`src/rtl/core_lsu.sv`:
```
// Load/store unit between the execute stage and a variable-latency req/ack data memory.
// Handles lane alignment, byte enables, load extension, misalign/illegal detection and timeout.
module core_lsu #(
    parameter int unsigned TIMEOUT = 255
) (
    input  logic        CLK,
    input  logic        RST_N,
    input  logic        REQ,
    input  logic        I_LB,
    input  logic        I_LH,
    input  logic        I_LW,
    input  logic        I_LBU,
    input  logic        I_LHU,
    input  logic        I_SB,
    input  logic        I_SH,
    input  logic        I_SW,
    input  logic [31:0] ADDR,
    input  logic [31:0] WDATA,
    output logic        BUSY,
    output logic        DONE,
    output logic [31:0] RDATA,
    output logic        MISALIGN,
    output logic        ERR,
    output logic        D_REQ,
    input  logic        D_ACK,
    output logic [31:0] D_ADDR,
    output logic        D_WE,
    output logic [3:0]  D_BE,
    output logic [31:0] D_WDATA,
    input  logic [31:0] D_RDATA
);

    typedef enum logic [1:0] {StIdle, StIssue, StResp} state_t;

    state_t      state_q;
    logic        busy_q, done_q, misalign_q, err_q, d_req_q, d_we_q;
    logic [31:0] rdata_q, d_addr_q, d_wdata_q, cnt_q;
    logic [3:0]  d_be_q;
    logic        is_byte_q, is_half_q, sext_q;
    logic [1:0]  addr_lo_q;

    // Request decode, evaluated on the raw inputs while idle
    logic [7:0]  ops;
    logic        op_legal, is_byte, is_half, is_word, is_store, misalign;
    logic [3:0]  req_be;
    logic [31:0] req_wdata;

    always_comb begin
        ops      = {I_SW, I_SH, I_SB, I_LHU, I_LBU, I_LW, I_LH, I_LB};
        op_legal = $onehot(ops);
        is_byte  = I_LB | I_LBU | I_SB;
        is_half  = I_LH | I_LHU | I_SH;
        is_word  = I_LW | I_SW;
        is_store = I_SB | I_SH | I_SW;
        misalign = (is_half & ADDR[0]) | (is_word & (ADDR[1:0] != 2'b00));
        req_be    = 4'b1111;
        req_wdata = WDATA;
        if (is_byte) begin
            req_be    = 4'b0001 << ADDR[1:0];
            req_wdata = {4{WDATA[7:0]}};
        end else if (is_half) begin
            req_be    = ADDR[1] ? 4'b1100 : 4'b0011;
            req_wdata = {2{WDATA[15:0]}};
        end
        if (!is_store) begin
            req_wdata = 32'h0;
        end
    end

    // Load extraction from the returned word using the latched lane
    logic [7:0]  ld_byte;
    logic [15:0] ld_half;
    logic [31:0] ld_data;

    always_comb begin
        unique case (addr_lo_q)
            2'd0:    ld_byte = D_RDATA[7:0];
            2'd1:    ld_byte = D_RDATA[15:8];
            2'd2:    ld_byte = D_RDATA[23:16];
            default: ld_byte = D_RDATA[31:24];
        endcase
        ld_half = addr_lo_q[1] ? D_RDATA[31:16] : D_RDATA[15:0];
        if (is_byte_q) begin
            ld_data = {{24{sext_q & ld_byte[7]}}, ld_byte};
        end else if (is_half_q) begin
            ld_data = {{16{sext_q & ld_half[15]}}, ld_half};
        end else begin
            ld_data = D_RDATA;
        end
    end

    always_ff @(posedge CLK or negedge RST_N) begin
        if (!RST_N) begin
            state_q    <= StIdle;
            busy_q     <= 1'b0;
            done_q     <= 1'b0;
            misalign_q <= 1'b0;
            err_q      <= 1'b0;
            rdata_q    <= 32'h0;
            d_req_q    <= 1'b0;
            d_addr_q   <= 32'h0;
            d_we_q     <= 1'b0;
            d_be_q     <= 4'h0;
            d_wdata_q  <= 32'h0;
            cnt_q      <= 32'h0;
            is_byte_q  <= 1'b0;
            is_half_q  <= 1'b0;
            sext_q     <= 1'b0;
            addr_lo_q  <= 2'b00;
        end else begin
            done_q     <= 1'b0;
            misalign_q <= 1'b0;
            err_q      <= 1'b0;
            unique case (state_q)
                StIdle: begin
                    if (REQ) begin
                        busy_q    <= 1'b1;
                        is_byte_q <= is_byte;
                        is_half_q <= is_half;
                        sext_q    <= I_LB | I_LH;
                        addr_lo_q <= ADDR[1:0];
                        if (!op_legal || misalign) begin
                            // Rejected before memory is touched
                            err_q      <= ~op_legal;
                            misalign_q <= op_legal & misalign;
                            done_q     <= 1'b1;
                            rdata_q    <= 32'h0;
                            state_q    <= StResp;
                        end else begin
                            d_req_q   <= 1'b1;
                            d_addr_q  <= {ADDR[31:2], 2'b00};
                            d_we_q    <= is_store;
                            d_be_q    <= req_be;
                            d_wdata_q <= req_wdata;
                            cnt_q     <= 32'h0;
                            state_q   <= StIssue;
                        end
                    end
                end
                StIssue: begin
                    if (D_ACK) begin
                        if (!d_we_q) begin
                            rdata_q <= ld_data;
                        end
                        d_req_q <= 1'b0;
                        done_q  <= 1'b1;
                        state_q <= StResp;
                    end else begin
                        cnt_q <= cnt_q + 32'd1;
                        if (TIMEOUT != 0 && cnt_q + 32'd1 == TIMEOUT) begin
                            d_req_q <= 1'b0;
                            err_q   <= 1'b1;
                            done_q  <= 1'b1;
                            state_q <= StResp;
                        end
                    end
                end
                StResp: begin
                    busy_q    <= 1'b0;
                    d_addr_q  <= 32'h0;
                    d_we_q    <= 1'b0;
                    d_be_q    <= 4'h0;
                    d_wdata_q <= 32'h0;
                    state_q   <= StIdle;
                end
                default: state_q <= StIdle;
            endcase
        end
    end

    assign BUSY     = busy_q;
    assign DONE     = done_q;
    assign RDATA    = rdata_q;
    assign MISALIGN = misalign_q;
    assign ERR      = err_q;
    assign D_REQ    = d_req_q;
    assign D_ADDR   = d_addr_q;
    assign D_WE     = d_we_q;
    assign D_BE     = d_be_q;
    assign D_WDATA  = d_wdata_q;

endmodule
```
`config.mk`:
```
export PLATFORM = sky130hd
export DESIGN_NAME = core_lsu
export DESIGN_NICKNAME = d
export VERILOG_FILES = /design/src/rtl/core_lsu.sv
export SDC_FILE = /design/constraint.sdc
export NUM_CORES = 1
export LEC_CHECK = 0
export CORE_UTILIZATION = 40
export CTS_CLUSTER_SIZE = 25
export DETAILED_ROUTE_END_ITERATION = 7
export MAX_ROUTING_LAYER = met4
export PLACE_DENSITY_LB_ADDON = 0.15
export SLEW_MARGIN = 15
export SYNTH_ARGS = -nofsm -noshare
export SYNTH_HDL_FRONTEND = slang
export SYNTH_SLANG_ARGS = --single-unit
export TNS_END_PERCENT = 50
```
`constraint.sdc`:
```
create_clock -name CLK -period 2.6 [get_ports CLK]
set_input_delay 0.39 -clock CLK [delete_from_list [all_inputs] [get_ports CLK]]
set_output_delay 0.39 -clock CLK [all_outputs]
set_load 0.01 [all_outputs]
```
* Word-level counts from Yosys, hierarchy flattened
Cells that the tools add are included.
W data, S select, Z words.
** Cells by class
- Shift-type cells :: 1
- Reductions and logical operators :: 14
- Muxes and demuxes :: 55
- Bitwise operators :: 15
- $add $sub $neg :: 8
- Equality and inequality tests :: 13
** Operators by type and width (number)
- $mux W32 :: 16
- $pmux W32 S2 :: 4
- $add A32 B1 Y32 const B :: 1
- $eq A32 B8 Y1 const B :: 1
- $pmux W8 S3 :: 1
- $mux W4 :: 5
- $mux W1 :: 17
- $mux W16 :: 1
- $ne A2 B2 Y1 const B :: 6
- $pmux W1 S2 :: 5
- $or A1 B1 Y1 :: 9
- $add A1 B1 Y2 :: 4
- $mux W2 :: 4
- $pmux W4 S2 :: 1
- $reduce_and A4 Y1 :: 2
- $add A2 B2 Y3 :: 2
- $reduce_and A2 Y1 :: 3
- $reduce_bool A2 Y1 :: 3
- $and A1 B1 Y1 :: 5
- $reduce_and A5 Y1 :: 1
- $add A3 B3 Y4 :: 1
- $eq A2 B1 Y1 const B :: 2
- $eq A2 B2 Y1 const B :: 2
- $eq A4 B1 Y1 const B :: 1
- 8 further kinds :: 9
** Word-level totals
- Logic and storage cells :: 122
- Flip-flop bits (word level) :: 145

* Longest topological paths before layout
Gate-level depths: netlist (run 1).
- Depth after elaboration :: 9
- Depth in mapped cells :: 17
- Gate-level depth less buffers :: 15

* Least setup slack after synthesis (run 1)
OpenSTA, ideal clock, no wires.
- Path type :: in2reg
- Start :: input port I_LB
- End :: register d_wdata_q[14], in the netlist D_WDATA[14]
- Slack :: -1433 ps
- Arrival time :: 3956 ps
- Required time :: 2522 ps
- Cell stages on the path :: 16
- Path buffers :: 1
- Setup time :: 78 ps
- Cell sequence :: inv_1 fa_1 fa_1 fa_1 inv_1 ha_1 inv_1 fa_1 a211oi_1 mux2i_1 nor3b_1 nand3b_1 nor2_1 o31ai_1 clkbuf_1 o2bb2ai_1
** Between the ends
- Longest elaborated chain between the ends :: 8
- Elaborated cells on any way between the ends :: 15
- Classes of those cells :: add/sub: 3; eq/ne: 2; mux: 5; bitwise: 2; reduce/logical: 3
** Ends and longest elaborated chain
- start: declaration :: line 9 : input logic I_LB,
- $add A1 B1 Y2 (implied by the code) :: line 50 : op_legal = $onehot(ops);
- $add A2 B2 Y3 (implied by the code) :: line 50
- $add A3 B3 Y4 (implied by the code) :: line 50
- $eq A4 B1 Y1 :: line 50
- $logic_not A1 Y1 :: line 122 : if (!op_legal || misalign) begin
- $logic_or A1 B1 Y1 :: line 122
- $ne A2 B2 Y1 (no source line)
- $reduce_and A3 Y1 (no source line)
- end signal: assignment :: line 134 : d_wdata_q <= req_wdata;
- end: declaration :: line 37 : logic [31:0] rdata_q, d_addr_q, d_wdata_q, cnt_q;
Parallel ways exist; a longest one is shown, timed or not. The select of a mux whose other input is x is not followed.
A chain may end at the register's enable or synchronous reset.

* Worst setup path in the final report (run 1)
- Start :: input port I_LBU
- End :: register d_wdata_q[15], in the netlist D_WDATA[15]
** Between the ends
- Longest elaborated chain between the ends :: 8
- Elaborated cells on any way between the ends :: 15
- Classes of those cells :: add/sub: 3; eq/ne: 2; mux: 5; bitwise: 2; reduce/logical: 3
** Ends and longest elaborated chain
- start: declaration :: line 12 : input logic I_LBU,
- $add A1 B1 Y2 (implied by the code) :: line 50
- $add A2 B2 Y3 (implied by the code) :: line 50
- $add A3 B3 Y4 (implied by the code) :: line 50
- $eq A4 B1 Y1 :: line 50
- $logic_not A1 Y1 :: line 122
- $logic_or A1 B1 Y1 :: line 122
- $ne A2 B2 Y1 (no source line)
- $reduce_and A3 Y1 (no source line)
Parallel ways exist; a longest one is shown, timed or not. The select of a mux whose other input is x is not followed.

==> run_results.csv, run 1 <==
group,metric,value,unit
placed_design,dp_hpwl,16400,um
synthesis,async_flop_share,100,%
synthesis,ys_types,63,
synthesis,synth_cells,840,
synthesis,synth_edf_count,0,
detailed_routing,drtAntennaViolNets,0,
clock_network,cts_buffers,17,
sta,worst_slack,-0.993,ns
synthesis,syn_avg_cell_area,9.34,sq um
placed_design,gp_congestion,0.809,
final_layout,final_cell_count_no_fill,1381,
die,io_pins,214,
placed_design,dpl_cell_area,10900,sq um
sta,hold_slack,0.407,ns
pwr,p_seq_share,36.5,%
grt,grt_max_degree,65,
sta,rsz0062_at_grt,"true",
sta,slew_violations,0,
pwr,comb_power_share,28.6,%
setup_path,critPathBufInv,4,
synthesis,syn_area,7850,sq um
sta,hold_viol_final,0,
synthesis,synth_flop_cell,"dfrtp_1",
detailed_routing,drtIter0Drc,481,
placed_design,place_ws,-2.07,ns
setup_path,cpMostUsedCell,"fa_1",
die,core_region_area,19000,sq um
pwr,power.switching,0.00220,W
synthesis,synth-seq-cells,143,
setup_path,crit_chain,"buf_8 -> inv_4 -> fa_1 -> fa_1 -> fa_1 -> inv_1 -> ha_2 -> inv_2 -> fa_2 -> a211oi_2 -> mux2i_2 -> nor3b_2 -> nand3b_1 -> nor2_4 -> o31ai_4 -> o2bb2ai_2",
final_layout,syn_to_final_growth,49.5,%
placed_design,dp_cells,1334,
die,die_x,142,um
detailed_routing,wl,24100,um
sta,setup_violations,137,
pwr,switching_share,31.6,%
setup_path,worstPathRequired,2.95,ns
sta,max_slew_margin,55.2,%
grt,first_global_vias,7119,
setup_path,critPathSlowestCell,"fa_1",
detailed_routing,drt_first_pass_iters,5,
pwr,clock_power_share,35.0,%
pwr,power.internal,0.00477,W
clock_network,clockBufferDepth,2,
sta,min_period_over_period,138,%
setup_path,crit_arrival,3.95,ns
setup_path,path_class,"input port to flip-flop",
detailed_routing,wl_per_cell,17.4,um
die,die_h,142,um
final_layout,final_area,11700,sq um
run,maxCapViolCount,0,
placed_design,io_buffers,211,
pwr,p_per_area,594,nW/um^2
outcome,violations,"setup timing",
clock_network,clk_latency,0.43,ns
clock_network,cts_tree,"done",
final_layout,fill_cells,1610,
setup_path,cp_max_fo,8,
final_layout,final_cell_mix,"clkdlybuf4s50_1, dfrtp_1, nand2_1, buf_4, o21ai_1",
grt,grt_first_pass_wirelength,37400,um
synthesis,yosysSeqAreaShare,45.6,%
setup_path,worstSetupEndpointType,"flip-flop",
die,rows,50,
clock_network,h-tree-depth,4,
final_layout,layout-drive-gt1-share,19.7,%
sta,tightest_slew,0.672,ns
outcome,outcome,"complete, but fails checks",
die,die-area,20200,sq um
clock_network,clock-sinks,143,
pwr,leakagePower,4.94,nW
clock_network,cts-root-buf,"clkbuf_16",
setup_path,crit_family,"adder cells",
pwr,total_power,0.00697,W
setup_path,critPathMaxStageDelay,0.54,ns
grt,antenna_found_initial,0,
detailed_routing,drc_errors,0,
detailed_routing,dr_total_vias,7380,
detailed_routing,vias_per_cell,5.34,
clock_network,path_clk_slew,0.06,ns
hold_path,hold_class,"input port to flip-flop",
sta,finalClockSkew,0.0113,ns
final_layout,final_common_cell,"clkdlybuf4s50_1",
pwr,ir_drop,0.488,mV
grt,globalRouteOverflowTotal,0,
die,start_util,41.4,%
sta,fmax,0.278,GHz
final_layout,final_nets,1226,
grt,grt_util_all_layers,24.3,%
synthesis,yosysWarningCount,0,
sta,min_period,3.59,ns
final_layout,antennaDiodeCount,0,
setup_path,startpoint_type,"input port",
final timing paths:
check / from / endpoint / slack, ns / cells past startpoint
hold reg to reg: RDATA[6] / RDATA[6] / 0.48 / 2
max in group asynchronous: RST_N / cnt_q[8] / 1.38 / 3
min in group asynchronous: RST_N / RDATA[9] / 0.49 / 2
hold / removal: I_LH / is_half_q / 0.41 / 4
setup reg to reg: cnt_q[0] / state_q[0] / 0 / 9
setup / recovery: I_LBU / D_WDATA[15] / -0.99 / 16
cell type report:
class | count | area (sq um) | share of cell area [%]
Multi-Input combinational cell | 608 | 4090 | 34.9
Sequential cell | 143 | 3580 | 30.5
Timing Repair Buffer | 317 | 3060 | 26.1
Clock buffer | 18 | 439 | 3.74
Tap cell | 260 | 325 | 2.77
Clock inverter | 14 | 148 | 1.26
Inverter | 21 | 93.8 | 0.799
registers in the layout, summed over array words and instances (netlist names):
name / count
BUSY: 1
D_REQ: 1
is_half_q: 1
MISALIGN: 1
sext_q: 1
is_byte_q: 1
addr_lo_q: 2
RDATA: 32
D_ADDR: 30
D_BE: 4
DONE: 1
ERR: 1
D_WDATA: 32
state_q: 2
cnt_q: 32
D_WE: 1
metal layers:
layer	vias to the layer above	part of all wire, %	track usage (%)
met1	3560	46	33.4
met4	0	1.4	7.24
met2	234	47	37.1
met3	23	5.9	3.70
met5	-	0	-
li1	3563	-	-
cells by family (layout without fill, tap and decap cells):
kind of cell	count (synthesis)	after routing	share of synthesized area, %
AOI/OAI and AO/OA	264	265	21.1
other	1	2	0.0478
buffers and inverters	91	370	5.20
adders and majority gates	10	10	1.98
muxes	47	47	7.41
DFF	143	143	45.6
xor gates and xnor gates	16	16	1.79
and+or+nand+nor	268	268	16.9
repair_timing:
action | CTS | global route
hold buffers | 1 | 0
setup endpoints to repair | 137 | 137
endpoints found under the hold margin | 57 | 0
pin swaps | 31 | 11
gates cloned | 1 | 2
resized for setup | 96 | 10
setup buffers | 11 | 1
cells in the mapped netlist, types with 6 or more instances:
| cell type | n | area, sq um |
|---|---|---|
| dfrtp_1 | 143 | 3580 |
| nand2_1 | 123 | 462 |
| o21ai_0 | 100 | 500 |
| a21oi_1 | 55 | 275 |
| clkbuf_1 | 48 | 180 |
| nor2_1 | 39 | 146 |
| a22o_1 | 31 | 272 |
| mux2i_1 | 30 | 300 |
| nand3_1 | 23 | 115 |
| inv_1 | 21 | 78.8 |
| o2bb2ai_1 | 17 | 149 |
| o31ai_1 | 17 | 128 |
| o21a_1 | 16 | 120 |
| nor3_1 | 12 | 60.1 |
| nand4_1 | 11 | 68.8 |
| xnor2_1 | 10 | 87.6 |
| mux2_2 | 9 | 101 |
| mux4_2 | 8 | 180 |
| and3_1 | 7 | 43.8 |
| nand2b_1 | 7 | 43.8 |
| nor4_1 | 7 | 43.8 |
| buf_4 | 6 | 45.0 |
| ha_1 | 6 | 75.1 |
| xor2_1 | 6 | 52.6 |
per-stage QoR:
| stage | util, % | TNS, ns |
|---|---|---|
| final | 61.9 | -122.85 |
| after global placement | 57.4 | -251.98 |
| after floorplan | - | -145.53 |
| after CTS | 61.4 | -146.97 |
| after detailed placement | 57.4 | -261.78 |
| after global routing | 61.9 | -141.23 |
power by group through the flow:
stage	Sequential, W	Combinational, W	Clock (W)
4_1_cts	0.00254	0.00192	0.00248
3_3_place_gp	0.00258	0.00179	0
2_1_floorplan	0.00258	0.000982	0
3_5_place_dp	0.00258	0.00182	0
5_1_grt	0.00257	0.00214	0.00257
6_report	0.00254	0.00199	0.00244
tightest hold or removal path: stages:
cell	delay (ns)
buf_6	0.07
buf_4	0.11
nor3_2	0.07
o21ai_0	0.15
(Power assumes the default switching activity.)
==> inputs of run 2 (changes only) <==
--- a/config.mk
+++ b/config.mk
@@ -5,7 +5,9 @@
 export SDC_FILE = /design/constraint.sdc
 export NUM_CORES = 1
 export LEC_CHECK = 0
+export CORE_MARGIN = 10
 export CORE_UTILIZATION = 40
+export CTS_BUF_LIST = sky130_fd_sc_hd__clkbuf_8 sky130_fd_sc_hd__clkbuf_16
 export CTS_CLUSTER_SIZE = 25
 export DETAILED_ROUTE_END_ITERATION = 7
 export MAX_ROUTING_LAYER = met4
==> run_results.csv, run 2 (synthesis gave the netlist of run 1 again) <==
group,metric,value,unit
detailed_routing,drtAntennaViolNets,0,
sta,worst_slack,-1.17,ns
hold_path,hold_class,"flip-flop to flip-flop",
grt,antenna_found_initial,0,
final_layout,fill_cells,1659,
clock_network,cts_tree,"done",
die,die_x,160,um
setup_path,critPathBufInv,7,
final_layout,antennaDiodeCount,0,
setup_path,worstPathRequired,2.97,ns
setup_path,worstSetupEndpointType,"flip-flop",
outcome,violations,"setup timing",
placed_design,dpl_cell_area,10900,sq um
pwr,total_power,0.00724,W
setup_path,startpoint_type,"input port",
final_layout,final_cell_mix,"clkdlybuf4s50_1, dfrtp_1, nand2_1, buf_4, o21ai_0",
pwr,leakagePower,5.06,nW
detailed_routing,drc_errors,0,
grt,grt_first_pass_wirelength,41800,um
setup_path,path_class,"input port to flip-flop",
detailed_routing,wl_per_cell,19.1,um
setup_path,critPathSlowestCell,"fa_1",
grt,grt_util_all_layers,20.6,%
setup_path,cp_max_fo,8,
sta,hold_viol_final,0,
setup_path,crit_family,"adder cells",
sta,min_period,3.77,ns
clock_network,cts_buffers,17,
setup_path,critPathMaxStageDelay,0.56,ns
final_layout,layout-drive-gt1-share,23.4,%
placed_design,io_buffers,211,
placed_design,gp_congestion,0.847,
die,core_region_area,19400,sq um
setup_path,reg2reg_from,"cnt_q[2]",
placed_design,dp_hpwl,18200,um
detailed_routing,dr_total_vias,7517,
run,maxCapViolCount,0,
sta,max_slew_margin,54.5,%
sta,min_period_over_period,145,%
clock_network,h-tree-depth,4,
final_layout,final_area,12100,sq um
sta,rsz0062_at_grt,"true",
clock_network,cts-root-buf,"clkbuf_16",
placed_design,dp_cells,1338,
sta,finalClockSkew,0.00932,ns
setup_path,crit_chain,"clkdlybuf4s50_1 -> inv_2 -> fa_1 -> fa_1 -> inv_2 -> ha_4 -> inv_2 -> fa_2 -> a211oi_4 -> mux2i_4 -> nor3b_2 -> nand3b_1 -> buf_6 -> a311oi_4 -> buf_4 -> clkbuf_16 -> a22o_1",
clock_network,path_clk_slew,0.07,ns
detailed_routing,drtIter0Drc,385,
setup_path,cpMostUsedCell,"inv_2",
pwr,ir_drop,0.488,mV
detailed_routing,wl,26700,um
clock_network,clock-sinks,143,
clock_network,clockBufferDepth,2,
die,rows,51,
setup_path,startpoint,"I_SB",
die,die_h,160,um
outcome,outcome,"complete, but fails checks",
detailed_routing,drt_first_pass_iters,5,
die,die-area,25600,sq um
hold_path,worstHoldStart,"RDATA[1]",
pwr,p_per_area,597,nW/um^2
grt,first_global_vias,7460,
sta,setup_violations,137,
sta,slew_violations,0,
sta,tightest_slew,0.683,ns
grt,globalRouteOverflowTotal,0,
detailed_routing,vias_per_cell,5.39,
grt,grt_max_degree,65,
final_layout,final_cell_count_no_fill,1394,
final_layout,final_nets,1234,
clock_network,clk_latency,0.43,ns
final_layout,final_common_cell,"clkdlybuf4s50_1",
setup_path,crit_arrival,4.13,ns
die,start_util,40.5,%
final_layout,syn_to_final_growth,54.6,%
sta,hold_slack,0.474,ns
die,io_pins,214,
sta,fmax,0.266,GHz
[run 2: worst register-to-register path: cells and delay by family, from the launching register on]
kind | cells | cell delay, ns
flops | 1 | 0.48
compound gates | 1 | 0.07
simple gates | 5 | 1.36
xor+xnor | 1 | 0.17
buf+inv | 2 | 0.36
[run 2: timing repair]
action	CTS	global route
setup buffers	10	5
hold buffers	1	0
gates resized for setup	108	43
endpoints found under the hold margin	54	0
pin swaps	46	30
setup endpoints to repair	137	137
cloned	6	4
[run 2: power by group]
part,internal [W],switching [W]
Sequential,0.00239,0.000135
Combinational,0.00110,0.00110
Clock,0.00145,0.00107
[run 2: final cells by class]
class | count | area, sq um | share of cell area (%)
inverters | 21 | 91.3 | 0.753
multi-input cells | 608 | 4300 | 35.5
well taps | 265 | 332 | 2.73
flip-flops and latches | 143 | 3580 | 29.5
repair buffers | 325 | 3230 | 26.6
clock buffers | 17 | 425 | 3.51
clock inverters | 15 | 175 | 1.44
[run 2: path summary, 6_finish.rpt]
path / to / slack (ns) / cells past startpoint
worst max register to register: state_q[0] / 0.01 / 9
max in group asynchronous: cnt_q[25] / 1.38 / 3
worst max-delay path: D_WDATA[29] / -1.17 / 17
worst min-delay path: RDATA[1] / 0.47 / 2
worst min register to register: RDATA[1] / 0.47 / 2
min in group asynchronous: D_ADDR[25] / 0.49 / 2
[run 2: stage by stage]
step	setup WS (ns)	utilization (%)	setup TNS (ns)
after detailed placement	-2.11	56.1	-263.47
after CTS	-1.31	61.0	-156.22
after global placement	-1.99	56.1	-253.25
after global routing	-1.28	62.6	-153.10
after floorplan	-1.27	-	-145.53
final	-1.17	62.6	-135.93
[run 2: layer usage]
layer | share of wire (%) | vias up | wire length, um | track usage (%)
li1 | - | 3574 | - | -
met1 | 45 | 3673 | 12100 | 26.7
met2 | 48 | 238 | 12700 | 31.9
met3 | 5.4 | 32 | 1430 | 4.16
met4 | 1.6 | 0 | 425 | 6.39
met5 | 0 | - | 0 | -
==> inputs of run 3 (changes only) <==
--- a/config.mk
+++ b/config.mk
@@ -12,7 +12,7 @@
 export DETAILED_ROUTE_END_ITERATION = 7
 export MAX_ROUTING_LAYER = met4
 export PLACE_DENSITY_LB_ADDON = 0.15
-export SLEW_MARGIN = 15
+export SLEW_MARGIN = 30
 export SYNTH_ARGS = -nofsm -noshare
 export SYNTH_HDL_FRONTEND = slang
 export SYNTH_SLANG_ARGS = --single-unit
==> results of run 3 <==
Final layout, timing and power as in run 2 (identical DEF).
